### src/rtl/lsu_ext.sv
// MEM-stage load/store unit: checks size/alignment, drives a req/ack data bus,
// and returns extended load data or an address-error exception over valid/ready.

module lsu_ext_lane #(
  parameter int DATA_W = 32,
  parameter int LANE   = 0
) (
  input  logic [$clog2(DATA_W/8)-1:0] off,
  input  logic [1:0]                  size,
  input  logic [DATA_W-1:0]           wdata,
  output logic                        be,
  output logic [7:0]                  wbyte
);
  localparam int BYTES = DATA_W/8;
  localparam int OFF_W = $clog2(BYTES);
  localparam logic [4:0] L = 5'(LANE);

  logic [4:0]            len, lo;
  logic [OFF_W-1:0]      idx;
  logic [BYTES-1:0][7:0] wb;

  // Lane picks the low 2^size store bytes modulo the access width (replication).
  always_comb begin
    len   = 5'd1 << size;
    lo    = 5'(off);
    be    = (L >= lo) && (L < lo + len);
    idx   = OFF_W'(L & (len - 5'd1));
    wb    = wdata;
    wbyte = wb[idx];
  end
endmodule

module lsu_ext #(
  parameter int DATA_W = 32,
  parameter int ADDR_W = 32
) (
  input  logic                clk,
  input  logic                reset,
  input  logic                in_valid,
  output logic                in_ready,
  input  logic                in_store,
  input  logic [1:0]          in_size,
  input  logic                in_sign,
  input  logic [ADDR_W-1:0]   in_addr,
  input  logic [DATA_W-1:0]   in_wdata,
  input  logic                flush,
  output logic                mem_req,
  output logic                mem_we,
  output logic [ADDR_W-1:0]   mem_addr,
  output logic [DATA_W/8-1:0] mem_be,
  output logic [DATA_W-1:0]   mem_wdata,
  input  logic                mem_ack,
  input  logic [DATA_W-1:0]   mem_rdata,
  output logic                out_valid,
  input  logic                out_ready,
  output logic [DATA_W-1:0]   out_rdata,
  output logic                out_exc,
  output logic [4:0]          out_exccode
);
  localparam int BYTES = DATA_W/8;
  localparam int OFF_W = $clog2(BYTES);

  typedef enum logic [1:0] {IDLE, REQ, RESP} state_t;
  state_t state;

  logic                  st_q, sign_q, flushed;
  logic [1:0]            size_q;
  logic [OFF_W-1:0]      off_q;
  logic [BYTES-1:0]      be_w;
  logic [BYTES-1:0][7:0] wd_w;
  logic                  illegal, misal;
  logic [6:0]            nb;
  logic [DATA_W-1:0]     sh, mask, ext;

  assign in_ready = (state == IDLE);

  for (genvar g = 0; g < BYTES; g++) begin : g_lane
    lsu_ext_lane #(.DATA_W(DATA_W), .LANE(g)) u_lane (
      .off(in_addr[OFF_W-1:0]), .size(in_size), .wdata(in_wdata),
      .be(be_w[g]), .wbyte(wd_w[g])
    );
  end

  always_comb begin
    illegal = (in_size == 2'd3) && (DATA_W != 64);
    case (in_size)
      2'd0:    misal = 1'b0;
      2'd1:    misal = in_addr[0];
      2'd2:    misal = |in_addr[1:0];
      default: misal = |in_addr[2:0];
    endcase
  end

  // Field MSB is the top set bit of mask; that bit of sh drives sign extension.
  always_comb begin
    sh   = mem_rdata >> {off_q, 3'b000};
    nb   = 7'd8 << size_q;
    mask = (nb >= 7'(DATA_W)) ? '1 : ~({DATA_W{1'b1}} << nb);
    ext  = (sign_q && |(sh & mask & ~(mask >> 1))) ? (sh | ~mask) : (sh & mask);
  end

  always_ff @(posedge clk or negedge reset) begin
    if (!reset) begin
      state       <= IDLE;
      mem_req     <= 1'b0;
      mem_we      <= 1'b0;
      mem_addr    <= '0;
      mem_be      <= '0;
      mem_wdata   <= '0;
      out_valid   <= 1'b0;
      out_rdata   <= '0;
      out_exc     <= 1'b0;
      out_exccode <= '0;
      st_q        <= 1'b0;
      sign_q      <= 1'b0;
      flushed     <= 1'b0;
      size_q      <= '0;
      off_q       <= '0;
    end else begin
      case (state)
        IDLE: if (in_valid) begin
          st_q    <= in_store;
          sign_q  <= in_sign;
          size_q  <= in_size;
          off_q   <= in_addr[OFF_W-1:0];
          flushed <= 1'b0;
          if (illegal || misal) begin
            out_valid   <= 1'b1;
            out_exc     <= 1'b1;
            out_rdata   <= '0;
            out_exccode <= illegal ? 5'd10 : (in_store ? 5'd5 : 5'd4);
            state       <= RESP;
          end else begin
            mem_req   <= 1'b1;
            mem_we    <= in_store;
            mem_addr  <= in_addr & ~ADDR_W'(BYTES-1);
            mem_be    <= in_store ? be_w : '1;
            mem_wdata <= in_store ? DATA_W'(wd_w) : '0;
            state     <= REQ;
          end
        end
        REQ: begin
          if (flush) flushed <= 1'b1;
          if (mem_ack) begin
            mem_req <= 1'b0;
            if (flush || flushed) begin
              state <= IDLE;
            end else begin
              out_valid   <= 1'b1;
              out_exc     <= 1'b0;
              out_exccode <= '0;
              out_rdata   <= st_q ? '0 : ext;
              state       <= RESP;
            end
          end
        end
        RESP: if (flush || out_ready) begin
          out_valid <= 1'b0;
          state     <= IDLE;
        end
        default: state <= IDLE;
      endcase
    end
  end
endmodule

### config.mk
export PLATFORM = sky130hd
export DESIGN_NAME = lsu_ext
export DESIGN_NICKNAME = d
export VERILOG_FILES = /design/src/rtl/lsu_ext.sv
export SDC_FILE = /design/constraint.sdc
export NUM_CORES = 1
export LEC_CHECK = 0
export ABC_AREA = 1
export BUFFER_PORTS_ARGS = -buffer_cell sky130_fd_sc_hd__clkbuf_2
export CAP_MARGIN = 20
export CORE_ASPECT_RATIO = 2
export CORE_MARGIN = 2
export CORE_UTILIZATION = 44
export CTS_CLUSTER_DIAMETER = 50
export DETAILED_ROUTE_END_ITERATION = 6
export GPL_TIMING_DRIVEN = 0
export HOLD_SLACK_MARGIN = 0.05
export PLACE_DENSITY = 0.73
export SLEW_MARGIN = 20
export SYNTH_ARGS = -nofsm -noshare
export SYNTH_HDL_FRONTEND = slang
export SYNTH_SLANG_ARGS = --single-unit
### constraint.sdc
create_clock -name clk -period 1.8 [get_ports clk]
set_input_delay 0.36 -clock clk [delete_from_list [all_inputs] [get_ports clk]]
set_output_delay 0.36 -clock clk [all_outputs]
set_load 0.01 [all_outputs]
; ---- Word-level counts from Yosys, hierarchy flattened
; Cells that the tools add are included.
[totals]
output_inout_bits = 110
input_bits = 106
ff_bits = 116
[op_classes]
bitwise_logic = 7
eq_ne = 12
addsub = 2
shifts = 4
n_mux = 46
magnitude_cmp = 11
n_reduce_logical = 21
[ops]
columns = cell, n
row1 = 2-to-1 mux 32 bit, 8
row2 = AND 32 bit, 2
row3 = NOT 32 bit, 2
row4 = case mux 32 bit (2 select lines), 1
row5 = 2-to-1 mux 8 bit, 5
row6 = NOT 31 -> 32 bit, 1
row7 = OR 32 bit, 1
row8 = OR reduction 32 bit, 1
row9 = left shift 32 x 7 -> 32 bit (first input constant), 1
row10 = right shift 32 x 5 -> 32 bit, 1
row11 = 2-to-1 mux 5 bit, 4
row12 = binary-select mux 8 bit (select 2 bit), 1
row13 = 2-to-1 mux 1 bit, 13
row14 = != test 2 bit (second input constant), 6
row15 = < comparator 1 x 5 -> 1 bit (first input constant), 2
row16 = < comparator 2 x 5 -> 1 bit (first input constant), 2
row17 = 2-to-1 mux 2 bit, 5
row18 = case mux 5 bit (2 select lines), 1
row19 = AND reduction 3 bit, 3
row20 = 2-to-1 mux 4 bit, 2
row21 = greater-or-equal comparator 7 x 6 -> 1 bit (second input constant), 1
row22 = left shift 4 x 2 -> 7 bit (first input constant), 1
row23 = equality test 2 bit (second input constant), 3
row24 = < comparator 2 x 3 -> 1 bit (second input constant), 2
row25 = other kinds (23), 34

; ---- Depth between registers and ports, before layout
; Gate-level depths: netlist of the first run.
[depth]
ltp_word = 13
mapped_depth = 11
depth_no_buf = 9

; ---- Modules after synthesis
; From an unflattened synthesis of the first run, not the netlist that was laid out.
[hier_totals]
cells_unflattened = 799
hier_area_um2 = 5983.2
[modules_own_cells]
columns = mod, cells_each, seq_area_each_um2, area_per_inst_um2, n_inst
row1 = lsu_ext, 661, 2852.7, 5258.8, 1
row2 = lsu_ext_lane (g_lane[2].u_lane), 45, 0.0, 232.7, 1
row3 = lsu_ext_lane (g_lane[1].u_lane), 42, 0.0, 216.5, 1
row4 = lsu_ext_lane (g_lane[3].u_lane), 42, 0.0, 211.5, 1
row5 = lsu_ext_lane (g_lane[0].u_lane), 9, 0.0, 63.8, 1

; ---- Least setup slack after synthesis of the first run
; OpenSTA, ideal clock, no wires.
[synth_path]
path_type = input port to flip-flop
from = input port in_size[1]
to = register mem_be[2]
slack_ps = -65
path_stages = 8
path_buffers = 1
arrival_ps = 1748
path_cell_list = nor2_1 -> clkbuf_1 -> ha_1 -> fa_1 -> nand2_1 -> nand3_1 -> nand2_1 -> nor2_1
[synth_via]
elab_chain_len = 5
[synth_lines]
columns = item, line
row1 = "start, declared", 42  ; input logic [1:0] in_size,
row2 = left shift 1 x 2 -> 5 bit (tied with other cells), 24  ; len = 5'd1 << size;
row3 = adder 2 x 5 -> 5 bit or case mux 1 bit (3 select lines) (tied branches), "26, 86"
row4 = < comparator 2 x 5 -> 1 bit or logical OR 1 bit (tied branches), "26, 127"
row5 = logical AND 1 bit or NOT 1 bit (tied branches), -
row6 = 2-to-1 mux 4 bit or AND reduction 3 bit (tied branches), -
row7 = "end signal, assigned", 137  ; mem_be <= in_store ? be_w : '1;
row8 = "end, declared", 50  ; output logic [DATA_W/8-1:0] mem_be,
; Several ways; a longest one is shown, not always the timed one.
; A chain may end at the register's enable or synchronous reset.

; ---- Worst setup path in the final report of the first run
[layout_path]
from = register off_q[0]
to = register out_rdata[9]
[layout_via]
elab_chain_len = 10
[layout_lines]
columns = item, line
row1 = "start, declared", 68  ; logic [OFF_W-1:0] off_q;
row2 = "start signal, assigned", 125  ; off_q <= in_addr[OFF_W-1:0];
row3 = right shift 32 x 5 -> 32 bit (*), 96  ; sh = mem_rdata >> {off_q, 3'b000};
row4 = AND 32 bit (2 in a row), 99  ; ext = (sign_q && |(sh & mask & ~(mask >> 1))) ? (sh | ~mask) : (sh & mask);
row5 = OR reduction 32 bit, 99
row6 = logical AND 1 bit, 99
row7 = 2-to-1 mux 32 bit (*), 99
row8 = 2-to-1 mux 32 bit (*), 152  ; out_rdata <= st_q ? '0 : ext;
row9 = 2-to-1 mux 32 bit (*), 146  ; if (flush || flushed) begin
row10 = 2-to-1 mux 32 bit (*), 144  ; if (mem_ack) begin
row11 = case mux 32 bit (2 select lines) (*), 120  ; case (state)
row12 = "end signal, assigned", 152
row13 = "end, declared", 56  ; output logic [DATA_W-1:0] out_rdata,
; Mark *: on every way between the ends. The rest lies on a longest branch, timed or not. The select of a mux whose other input is x is not followed.

==> metrics list, run 1 <==
- Path category of the worst min-delay check: input port to flip-flop
- In the post-route analysis, the smallest setup slack over all paths is 60.5 ps.
- Clock Path Buffers: 2
- Of the cells placed in the final design, the portion with a size suffix greater than 1 is a little under a third.
- The worst setup path is launched from a flip-flop.
- For this design, the slowest cell found on the critical path is dfrtp_1.
* Worst-path cell chain: buf_2 -> inv_2 -> clkbuf_4 -> buf_2 -> o21ai_0 -> a21oi_1 -> nor2_1 -> nand2_1 -> nand2_1
- Synth warnings: 0
* Depth of the CTS H-tree: 4
* Post-placement worst setup slack: -467 ps
* VDD IR max: ~0.00091 V
- First drt pass iteration count: 7
* Sum of buffers and inverters on the critical path: 4
- Number of vias in the routed layout: 5,546
- In the synthesized netlist, mux cells make up 0% of the area.
- Synth Instances: 720
- Once layout is complete, the cells apart from fillers number ~1,100.
- Critical path arrival: around 2000 ps
- In this run the mean area of a mapped cell was 7.65 um2.
- Diode count: 0
- For this design, the sink count on the clock tree is ~110.
- Entering global routing, the biggest net connects 74 pins.
- Total die area: around 0.013 mm2
- Slew at the pin closest to its max-slew limit: 503 ps
- In this run the cell area of the synthesized design comes to between 0.005 and 0.006 mm2.
* Synthesis-stage register bit count: between 100 and 150
- Number of stages on the worst setup path: 9
* Placed cell count: around 1,100
- Time the worst path needs with I/O delays and setup: ~1700 ps
- Cell type with the highest aggregate area in the netlist: dfrtp_1
- Launch point of the worst reg-to-reg path: off_q[0]
- Of all nets on the critical path, the largest fanout is 10.
- Clk Latency, worst-skew pair: between 400 and 500 ps
- On the critical path the largest part of the delay comes from buffers and inverters.
* Cell count of the worst reg-to-reg path: 9
- The worst path uses a little over nine tenths of the clock period.
- The initial utilization of the core area, before any placement, comes to a little under half.
- Synth unique cells: 30
- Detailed placement ended at an HPWL of between 10 and 15 mm.
- Max-Slew Margin vs Limit: 66.5%
- TritonCTS clock tree: done
- Dividing total power by cell area gives a power density of about 1600 mW/mm2.
- The worst hold path passes through 3 cells.
- I/O Pins: 216
* Fin Setup TNS: 0 ps
- The detailed router finished its first iteration with 249 violations.
- Fin. max-slew vios: 0
- In the post-synthesis netlist, the biggest area contributors are dfrtp_1, nand2_1, o21ai_0.
- After Yosys synthesis, and, or, nand and nor cells account for approximately 28% of the synthesized area.
- Dividing the detail-routed wire length by the instance count gives between 15 and 20 um.
- Combined global-route utilization of all metal layers: roughly a quarter
* Fraction of the yosys area taken by sequential cells: about half
- Die boundary height: 162 um
* Worst-case clock skew: a little over 7 ps
- Total of max-cap violations: 0
* Synth Area in Adders: less than 1%
- Once detail routing completed, the nets flagged for antenna violations numbered 0.
- Number of buffers created by CTS: 17
- In this run the core area contains between 50 and 60 standard-cell rows.
- For this design the static power due to leakage is between 4 and 5 nW.
- After clock tree synthesis, the clock-pin slew on the worst setup and hold paths is around 60 ps.
- CTS placed an instance of clkbuf_16 at the clock tree root.
- Total of fill cells in the finished design: between 1,000 and 1,500
- By area, the combinational part of the netlist is dominated by simple AND/OR/NAND/NOR gates.
* Crit path required time: between 2000 and 2500 ps
- After detailed routing, the number of vias per cell comes to about 5.
* Path type of the worst setup path: flip-flop to flip-flop
* Post-synthesis compound-gate area fraction: a little under an eighth
* Largest stage delay, worst path: about 350 ps
- The critical path starts at off_q[0].
* Final Setup Violations: 0
- The number of hold-slack violations in the final timing report was 0.
- The worst setup path is captured at a flip-flop.
* Status: finished, final reports clean
* Initial antenna violation count: 0
- Number of global-route vias before repair: around 5,800
* Overall overflow remaining after global route: 0
* Layout overhead on the synthesized area: 35.8%
* Width of the chip: 83.1 um
- Number of buffers inserted by port buffering: between 200 and 250
- Gp weighted congestion: about 0.90
* Number of nets in the layout: approximately 1,100
* Global-route wire length before repair: between 20 and 30 mm
* Achievable frequency: about 570 MHz
* Post-route DRC violation count: 0
- The synthesized design devotes to its leading area cell type between 50 and 60% of total area.
* Xor/xnor share of the synthesized area: 0%
- In this run the standard cell core region covers ~0.012 mm2.
- Total wire length: between 15 and 20 mm
* Launch point of the worst hold path: in_addr[15]
sequential cells by signal (all words and copies together) (netlist names):
signal       count
mem_we           1
out_valid        1
mem_req          1
state            2
flushed          1
off_q            2
mem_addr        30
sign_q           1
out_exccode      3
out_rdata       32
mem_be           4
st_q             1
mem_wdata       32
size_q           2
out_exc          1
layout make-up:
class	count	area (um2)	share of cell area [%]
buffer	42	246	3.30
clock inverter	14	158	2.11
sequential	114	2860	38.2
multi-input combinational	523	2300	30.8
timing repair buffer	218	1140	15.2
clock buffer	18	429	5.74
tap	147	184	2.46
inverter	43	165	2.21
worst reg2reg max path: cells and delay by family (launching register included):
kind / cells / cell delay, ps
simple gates: 3 / 200
buf+inv: 4 / 660
compound gates: 2 / 410
flops: 1 / 350
synthesized netlist by cell type:
| cell | n |
|---|---|
| dfrtp_1 | 114 |
| buf_1 | 1 |
| nand2_2 | 3 |
| inv_1 | 39 |
| nand3_1 | 15 |
| nand3_2 | 2 |
| inv_2 | 3 |
| ha_1 | 2 |
| nand2_1 | 322 |
| conb_1 | 1 |
| a21boi_0 | 1 |
| buf_6 | 5 |
| fa_1 | 1 |
| buf_4 | 5 |
| nor2_4 | 2 |
| nor2_1 | 40 |
| a22o_1 | 1 |
| o21ai_0 | 83 |
| a31oi_1 | 1 |
| nor3_4 | 1 |
| nor3_1 | 1 |
| clkbuf_1 | 15 |
| a21oi_1 | 17 |
| nand4_1 | 1 |
| o21ai_1 | 12 |
| nand3b_1 | 1 |
| buf_2 | 16 |
| o211ai_1 | 8 |
| clkinv_1 | 1 |
| nor2_2 | 6 |
timing repair:
| action | CTS | global route |
|---|---|---|
| hold endpoints to repair | 41 | 0 |
| pin swaps | 2 | 2 |
| setup buffers | 2 | 2 |
| setup endpoints to repair | 57 | 86 |
| gates resized for setup | 3 | 20 |
| hold buffers | 1 | 0 |
power by group:
part	switching [mW]	internal (mW)
combinational	2.99	1.71
sequential	0.558	3.52
clock	1.30	2.06
total	4.85	7.29
kinds of logic after synthesis:
| family | Yosys count |
|---|---|
| and+or+nand+nor | 394 |
| AOI/OAI and AO/OA | 123 |
| DFF | 114 |
| buffers and inverters | 85 |
| adders and majority gates | 3 |
| other | 1 |
metal layers:
layer  part of all wire (%)  vias up  track usage (%)  routed length (um)
met5                      0        -                0                   0
met4                    5.0        0             14.5                 863
met3                    6.0       72             7.06                1040
met2                     56      230             50.0                9690
met1                     33     2502             25.1                5820
li1                       -     2742                -                   -
placed cells by master, fill, tap and decap left out, drive strengths merged:
master / Yosys / layout
nand2: 325 / 325
clkbuf: 15 / 247
dfrtp: 114 / 114
o21ai: 95 / 95
nor2: 48 / 48
inv: 42 / 44
buf: 27 / 30
a21oi: 17 / 17
nand3: 17 / 17
o211ai: 8 / 8
clkinv: 1 / 8
clkinvlp: 0 / 3
conb: 1 / 3
ha: 2 / 2
bufinv: 0 / 2
nor3: 2 / 2
nand3b: 1 / 1
a21boi: 1 / 1
nand4: 1 / 1
a31oi: 1 / 1
a22o: 1 / 1
fa: 1 / 1
dlygate4sd3: 0 / 1
worst paths after layout:
check	end	slack, ps
max	out_rdata[9]	60
min	mem_addr[15]	150
max reg2reg	out_rdata[9]	60
min reg2reg	mem_req	470
max in group asynchronous	state[1]	650
min in group asynchronous	mem_wdata[7]	460
metrics by stage:
| stage | hold WS [ps] | util (%) | instance area [um2] | power, mW |
|---|---|---|---|---|
| finish | 146 | 61.3 | 7480 | 12.1 |
| global placement | 452 | 55.4 | 6760 | 8.59 |
| CTS | 133 | 60.8 | 7420 | 12.1 |
| detailed placement | 319 | 55.7 | 6800 | 8.69 |
| floorplan | 64.4 | - | 5520 | 6.71 |
| global route | 134 | 61.3 | 7480 | 12.9 |
(Power assumes the default switching activity.)
==> inputs of run 2 (changes only) <==
--- a/config.mk
+++ b/config.mk
@@ -5,7 +5,6 @@
 export SDC_FILE = /design/constraint.sdc
 export NUM_CORES = 1
 export LEC_CHECK = 0
-export ABC_AREA = 1
 export BUFFER_PORTS_ARGS = -buffer_cell sky130_fd_sc_hd__clkbuf_2
 export CAP_MARGIN = 20
 export CORE_ASPECT_RATIO = 2
==> metrics list, run 2 <==
- Cell count of the worst reg-to-reg path: 6
- Among all flip-flop cells after synthesis, the most frequent one is dfrtp_1.
- TritonCTS built the clock tree.
- Input and output buffers added on the ports amount to around 210.
- The floorplan has 57 rows.
- The worst pin sits at a relative slew slack of ~64%.
- Diode count: 0
- In this run the number of H-tree levels came out at 4.
- End point of the critical path: out_rdata[31]
- Most numerous cell in the Yosys netlist: nand2_1
* Synthesis-stage register bit count: 114
- The region available for standard cell placement spans between 0.01 and 0.015 mm2.
- The floorplan step defined a die boundary enclosing between 0.01 and 0.015 mm2.
- The Yosys step of the flow raised 0 warnings.
- In this run the critical register-to-register path is captured at out_rdata[31].
- The critical path goes through mux2_4 -> o311ai_4 -> nor4_4 -> buf_6 -> buf_6 -> a221o_2.
- Path type of the worst setup path: flip-flop to flip-flop
- The largest total area in the synthesized netlist belongs to dfrtp_1.
- Overall overflow remaining after global route: 0
- Die boundary height: approximately 160 um
* Total of max-cap violations: 0
- Root buf cell: clkbuf_16
- The wire-length estimate of the detail-placed layout is 13.5 mm.
- Leading post-synthesis cells by instance count: nand2_1, dfrtp_1, nand3_1
- Worst-case clock skew: about 7.4 ps
- Placed cell count: 930
- Initial cell density of the core: between 40% and 50%
- The detailed router placed approximately 5,000 vias in this run.
- The number of hold-slack violations in the final timing report is 0.
- Launch point of the worst reg-to-reg path: off_q[1]
- Layout Cells excl Fill: approximately 980
- Post-placement worst setup slack: -511 ps
* Number of sinks on the clock net: approximately 110
- The count of final max-slew check failures was 0.
* Post-synth EDFFs: 0
* Path category of the worst min-delay check: input port to flip-flop
- In the global route stage, overall resource usage came out at 26.4%.
- Layout overhead on the synthesized area: 40.3%
- Pin count of the biggest net entering global routing: a little over 80
- The library cell used most frequently in the layout, excluding fill and tap cells, is clkbuf_2.
- Of the post-synthesis cell area, the dominant cell type holds 51.7%.
- Top flop regs: mem_wdata (32), out_rdata (32), mem_addr (30)
* Pwr dens: between 1000 and 1500 mW/mm2
- The cell count after synthesis came out at around 570.
- The most numerous cell type found on the critical path is buf_6.
* Antenna-violating nets left: 0
- Post-Place Cell Area: roughly 0.0069 mm2
- In the finished design, the share of the clock period the worst path needs comes to 97.9%.
- Type of origin of the critical path: flip-flop
- Number of buffers created by CTS: 17
- Synthesis instantiated 46 different standard cells from the library.
- The worst register-to-register path has a setup slack of 40 ps.
- Measured along the x axis, the die boundary spans approximately 83 um.
- The number of antenna violations at the first check in global routing came to 0.
- Crit path capture type: flip-flop
* Post-route DRC violation count: 0
- Setup violations remaining at the end of the flow were counted as 0.
- The worst-case IR drop observed on VDD is 0.000934 V.
* Slew at the pin closest to its max-slew limit: about 530 ps
- Design Area, Final: about 0.0077 mm2
- Most frequent cells in the layout: clkbuf_2, nand2_1, dfrtp_1
* Achievable frequency: roughly 570 MHz
- Crit path required time: around 2100 ps
- WL per Instance: between 15 and 20 um
- Clk Latency, worst-skew pair: approximately 420 ps
- Number of global-route vias before repair: about 5,400
* Start point of the critical path: off_q[1]
- Clock-pin slew was measured on the worst setup and hold paths at about 60 ps.
* Share of layout cells above drive strength 1: between 40% and 50%
* Number of nets in the layout: 925
- Gp weighted congestion: ~0.94
* Total wire length: between 15 and 20 mm
- Summing every instance area after synthesis gives 0.00552 mm2.
* Slowest cell on crit path: dfrtp_1
* Status: finished, final reports clean
- Post-synthesis average cell area: approximately 9.7 um2
- Clock Path Buffers: 2
- Setup repair after global routing missed its margin: yes
- Largest cells by area after synthesis: dfrtp_1, nand2_1, mux2_2
* Post-layout utilization of the core: around 63%
- Critical path arrival: about 2100 ps
- In this run, the number of DRC markers left after iteration 0 of detailed routing was 188.
- Fraction of the yosys area taken by sequential cells: between 50 and 60%
- For this design the top-level I/O count stands at approximately 220.
- Before antenna repair, the detailed router went through 4 iterations.
* Time the worst path needs with I/O delays and setup: between 1500 and 2000 ps
* Minimum setup slack in the final design: around 37 ps
- Global-route wire length before repair: 27.6 mm
- Proportion of synthesized flip-flops having asynchronous set or reset: between 90% and 100%
* Vias per cell: approximately 5.3
* Largest stage delay, worst path: 400 ps
* Largest driver fanout on the critical path: 6
- For this design the static power due to leakage is ~4.2 nW.
==> run 2: changes by cell type after synthesis, sizes merged, moves of 7 or more <==
cell	delta
nor2	-19
inv	-38
o2bb2ai	+16
a21oi	-10
o21ai	-73
o211ai	-8
nand3	+17
a211o	+9
mux2	+32
a211oi	+7
a221o	+8
nand2	-138
mux2i	+26
==> run 2: kinds of logic (layout without fill, tap and decap cells) <==
kind of cell	Yosys count	in the layout	share of synthesized area, %
adder cells (fa/ha/maj)	3	3	0.816
buffers and inverters	45	303	4.13
flip-flops	114	114	51.7
other	1	3	0.0680
multiplexers	58	58	11.2
AO/OA/AOI/OAI	81	81	11.4
AND/OR/NAND/NOR	267	267	20.7
==> run 2: report_power, final <==
group          internal (mW)  switching (mW)  total, mW
logic                   1.34            1.77       3.11
clock network           2.23            1.30       3.53
registers               3.23           0.417       3.65
==> run 2: worst max-delay path, delay by kind of cell (launching register included) <==
family	cells	cell delay, ps
multiplexers	1	330
buffers and inverters	2	280
flip-flops	1	400
AO/OA/AOI/OAI	2	580
AND/OR/NAND/NOR	1	60
==> run 2: how the worst min path moves through the flow <==
| stage | from | to | slack [ps] | cells after the start |
|---|---|---|---|---|
| 2_1_floorplan | reset | flushed | 60 | 0 |
| 3_3_place_gp | mem_wdata[20] | mem_wdata[20] | 450 | 2 |
| 3_5_place_dp | reset | out_rdata[30] | 290 | 1 |
| 4_1_cts | in_addr[16] | mem_addr[16] | 120 | 3 |
| 5_1_grt | in_addr[10] | mem_addr[10] | 130 | 3 |
| 6_report | in_addr[16] | mem_addr[16] | 130 | 3 |
==> run 2: metrics by stage <==
| step | hold slack, ps | setup TNS [ps] | power, mW |
|---|---|---|---|
| after global routing | 132 | -30.3 | 10.8 |
| after floorplan | 64.4 | 0 | 5.28 |
| after detailed placement | 289 | -28690 | 6.63 |
| final | 130 | 0 | 10.3 |
| after global placement | 451 | -164160 | 6.53 |
| after CTS | 120 | 0 | 10.3 |
==> run 2: metal layers <==
layer | part of all wire, % | vias to the layer above | GRT usage [%]
li1 | - | 2443 | -
met1 | 34 | 2465 | 25.6
met2 | 57 | 203 | 51.4
met3 | 5.6 | 43 | 6.34
met4 | 3.7 | 0 | 12.4
met5 | 0 | - | 0
==> run 2: area by class of cell <==
class                      instances  area [um2]
tap                              147         184
clock buffer                      18         439
inverter                           4        15.0
buffer                            39         275
timing repair buffer             228        1230
multi-input combinational        412        2560
fill                            1037        4450
sequential                       114        2850
clock inverter                    14         180
==> run 2: repair_timing <==
action	in CTS	in global routing
resized for setup	27	18
endpoints found under the setup margin	101	64
hold buffers	1	0
pin swaps	7	9
cloned	2	0
setup buffers	9	4
endpoints found under the hold margin	34	0
==> inputs of run 3 (changes only) <==
--- a/config.mk
+++ b/config.mk
@@ -5,7 +5,7 @@
 export SDC_FILE = /design/constraint.sdc
 export NUM_CORES = 1
 export LEC_CHECK = 0
-export BUFFER_PORTS_ARGS = -buffer_cell sky130_fd_sc_hd__clkbuf_2
+export BUFFER_PORTS_ARGS = -buffer_cell sky130_fd_sc_hd__buf_2
 export CAP_MARGIN = 20
 export CORE_ASPECT_RATIO = 2
 export CORE_MARGIN = 2
==> metrics list, run 3 (synthesis results as in run 2) <==
- The kind of cell with the highest combined delay along the critical path is flip-flops.
* First drt pass iteration count: 4
- The most numerous cell type found on the critical path is buf_4.
- Vias per cell: around 5.3
- Across the routed clock network, the largest skew measured is between 8 and 9 ps.
- Number of buffers inserted by port buffering: 211
* Total wire length: 17.5 mm
- Detailed-placement wirelength estimate: between 10 and 15 mm
- Reg-to-reg critical path endpoint: out_rdata[28]
- Die boundary height: 162 um
- The analysis attributes to net switching a power of about 3.5 mW.
- In this run the critical register-to-register path is launched from off_q[1].
- After floorplanning, the core was divided into 57 placement rows.
- Fin. max-slew vios: 0
* WL per Instance: about 18 um
* Root buf cell: clkbuf_16
- In this run the worst setup path terminates at out_rdata[28].
- Diode count: 0
- Internal Pwr Total: between 6 and 7 mW
- Placed cell count: between 900 and 1,000
* Clk Latency, worst-skew pair: slightly above 400 ps
- Total die area: about 0.014 mm2
* Largest driver fanout on the critical path: 4
- Initial antenna violation count: 0
* Static leakage: between 4 and 5 nW
- For this design the top-level I/O count stands at approximately 220.
- Overall overflow remaining after global route: 0
- The worst setup path is captured at a flip-flop.
- Global-route wire length before repair: roughly 28 mm
- Post-route DRC violation count: 0
- Total of fill cells in the finished design: slightly above 1,000
- The H-tree generated during clock tree synthesis spans 4 levels.
- Largest stage delay, worst path: 410 ps
* Slowest cell on crit path: dfrtp_1
* Slew at the pin closest to its max-slew limit: roughly 650 ps
- Number of vias in the routed layout: roughly 5,100
- The number of hold-slack violations in the final timing report is 0.
* Type of origin of the critical path: flip-flop
- Setup violations remaining at the end of the flow were counted as 0.
- The count of nets left with antenna violations once routing finished came out at 0.
* Most common cell after layout, fill and taps aside: buf_2
- Power share of the sequential group: roughly a third
* TritonCTS clock tree: done
* Share of layout cells above drive strength 1: 43.3%
- Traced cell by cell, the critical path runs through buf_4 -> mux2_4 -> nor3_4 -> nor4_4 -> buf_4 -> a221o_2.
- Part of the power in combinational logic: around 30%
- Path type of the worst setup path: flip-flop to flip-flop
* Cell count of the worst reg-to-reg path: 6
* VDD IR max: around 0.0009 V
- Iter 0 DRT Violations: roughly 180
- Post-route clock period utilization: roughly 100%
* Path category of the worst min-delay check: input port to flip-flop
- Subtracting the final worst setup slack from the clock period gives 1770 ps.
- Sum of buffers and inverters on the critical path: 2
- At the worst endpoint, the required time is approximately 2100 ps.
- The number of global-route vias before repair was between 5,000 and 6,000.
- From synthesis to final layout, the design area changed by 40.2%.
- Counting buffers and inverters, the worst setup path is 6 cells deep.
* Setup repair after global routing missed its margin: yes
- Across the run, the number of max-cap violations was 0.
- Start point of the critical path: off_q[1]
- For this design the ratio of total power to cell area is approximately 1300 mW/mm2.
* Reg2Reg Setup Slack: 30 ps
* Number of nets in the layout: 921
* Pin count of the biggest net entering global routing: 67
* Number of buffers created by CTS: 17
* Total power after layout: 10.4 mW
- Post-layout utilization of the core: approximately 63%
- Most frequent cells in the layout: buf_2, nand2_1, dfrtp_1
* Gp weighted congestion: approximately 0.94
- Static timing analysis puts the maximum clock frequency at about 560 MHz.
* Width of the chip: a little over 80 um
- After clock tree synthesis, the clock-pin slew on the worst setup and hold paths is roughly 60 ps.
- No sink is reached through more buffers than the 2 on the longest clock path.
* Critical path arrival: 2060 ps
* Max-Slew Margin vs Limit: 56.6%
- The region available for standard cell placement spans about 0.012 mm2.
- The clock network burns 35.3% of the power.
- For this design, the sink count on the clock tree is around 110.
* Switching part of the total power: roughly 33%
- Once the floorplan was initialized, standard cells occupied 45.2% of the core.
- Top flop regs: mem_wdata (32), out_rdata (32), mem_addr (30)
* Layout Cells excl Fill: between 900 and 1,000
- Status: finished, final reports clean
- Combined global-route utilization of all metal layers: between 20% and 30%
## run 3: repair_timing
item                       4_1_cts  5_1_grt
hold buffers                     1        0
setup endpoints to repair      100       68
cloned                           0        1
hold endpoints to repair        65        0
buffers inserted                 7        5
pin swaps                       12        5
gates resized for setup         22       24
## run 3: worst min-delay path by stage
stage                        startpoint            end  slack (ps)  depth (start not counted)
after global routing        in_addr[11]   mem_addr[11]         130                          3
after detailed placement          reset  out_rdata[30]         400                          1
after floorplan                   reset        flushed          60                          0
after CTS                   in_addr[11]   mem_addr[11]         120                          3
final                        in_addr[2]    mem_addr[2]         140                          3
after global placement    mem_wdata[20]  mem_wdata[20]         450                          2
## run 3: cell type report
| type | count | area, um2 | area share, % |
|---|---|---|---|
| Buffer | 39 | 278 | 3.59 |
| Clock buffer | 17 | 425 | 5.50 |
| Clock inverter | 15 | 215 | 2.78 |
| Inverter | 4 | 15.0 | 0.194 |
| Multi-Input combinational cell | 412 | 2570 | 33.2 |
| Sequential cell | 114 | 2850 | 36.9 |
| Tap cell | 147 | 184 | 2.38 |
| Timing Repair Buffer | 224 | 1200 | 15.5 |
## run 3: power groups by stage
| stage | registers [mW] | clock network [mW] | logic [mW] |
|---|---|---|---|
| detailed placement | 3.63 | 0 | 2.99 |
| floorplan | 3.90 | 0 | 1.38 |
| global placement | 3.60 | 0 | 2.92 |
| global route | 3.72 | 3.86 | 3.41 |
| CTS | 3.64 | 3.74 | 3.06 |
| finish | 3.64 | 3.68 | 3.11 |
## run 3: worst min-delay path, cell delays in order
cell and delay [ps]:
buf_2 70, nand2_1 40, nand2_1 40
## run 3: metal layers
layer  vias up  share of wire (%)  global-route usage [%]
met5         -                  0                       0
met4         0                4.2                    13.9
met3        47                5.4                    6.49
met2       224                 56                    49.0
met1      2442                 34                    27.0
li1       2421                  -                       -
## run 3: through the flow
step / hold slack [ps] / cell area, um2 / setup slack (ps) / TNS (ps)
2_1_floorplan: 64.4 / 5590 / 6.90 / 0
3_3_place_gp: 447 / 6830 / -940 / -132750
3_5_place_dp: 403 / 6860 / -476 / -28290
4_1_cts: 122 / 7640 / -51.6 / -373
5_1_grt: 125 / 7740 / -40.5 / -290
6_report: 135 / 7740 / 26.9 / 0
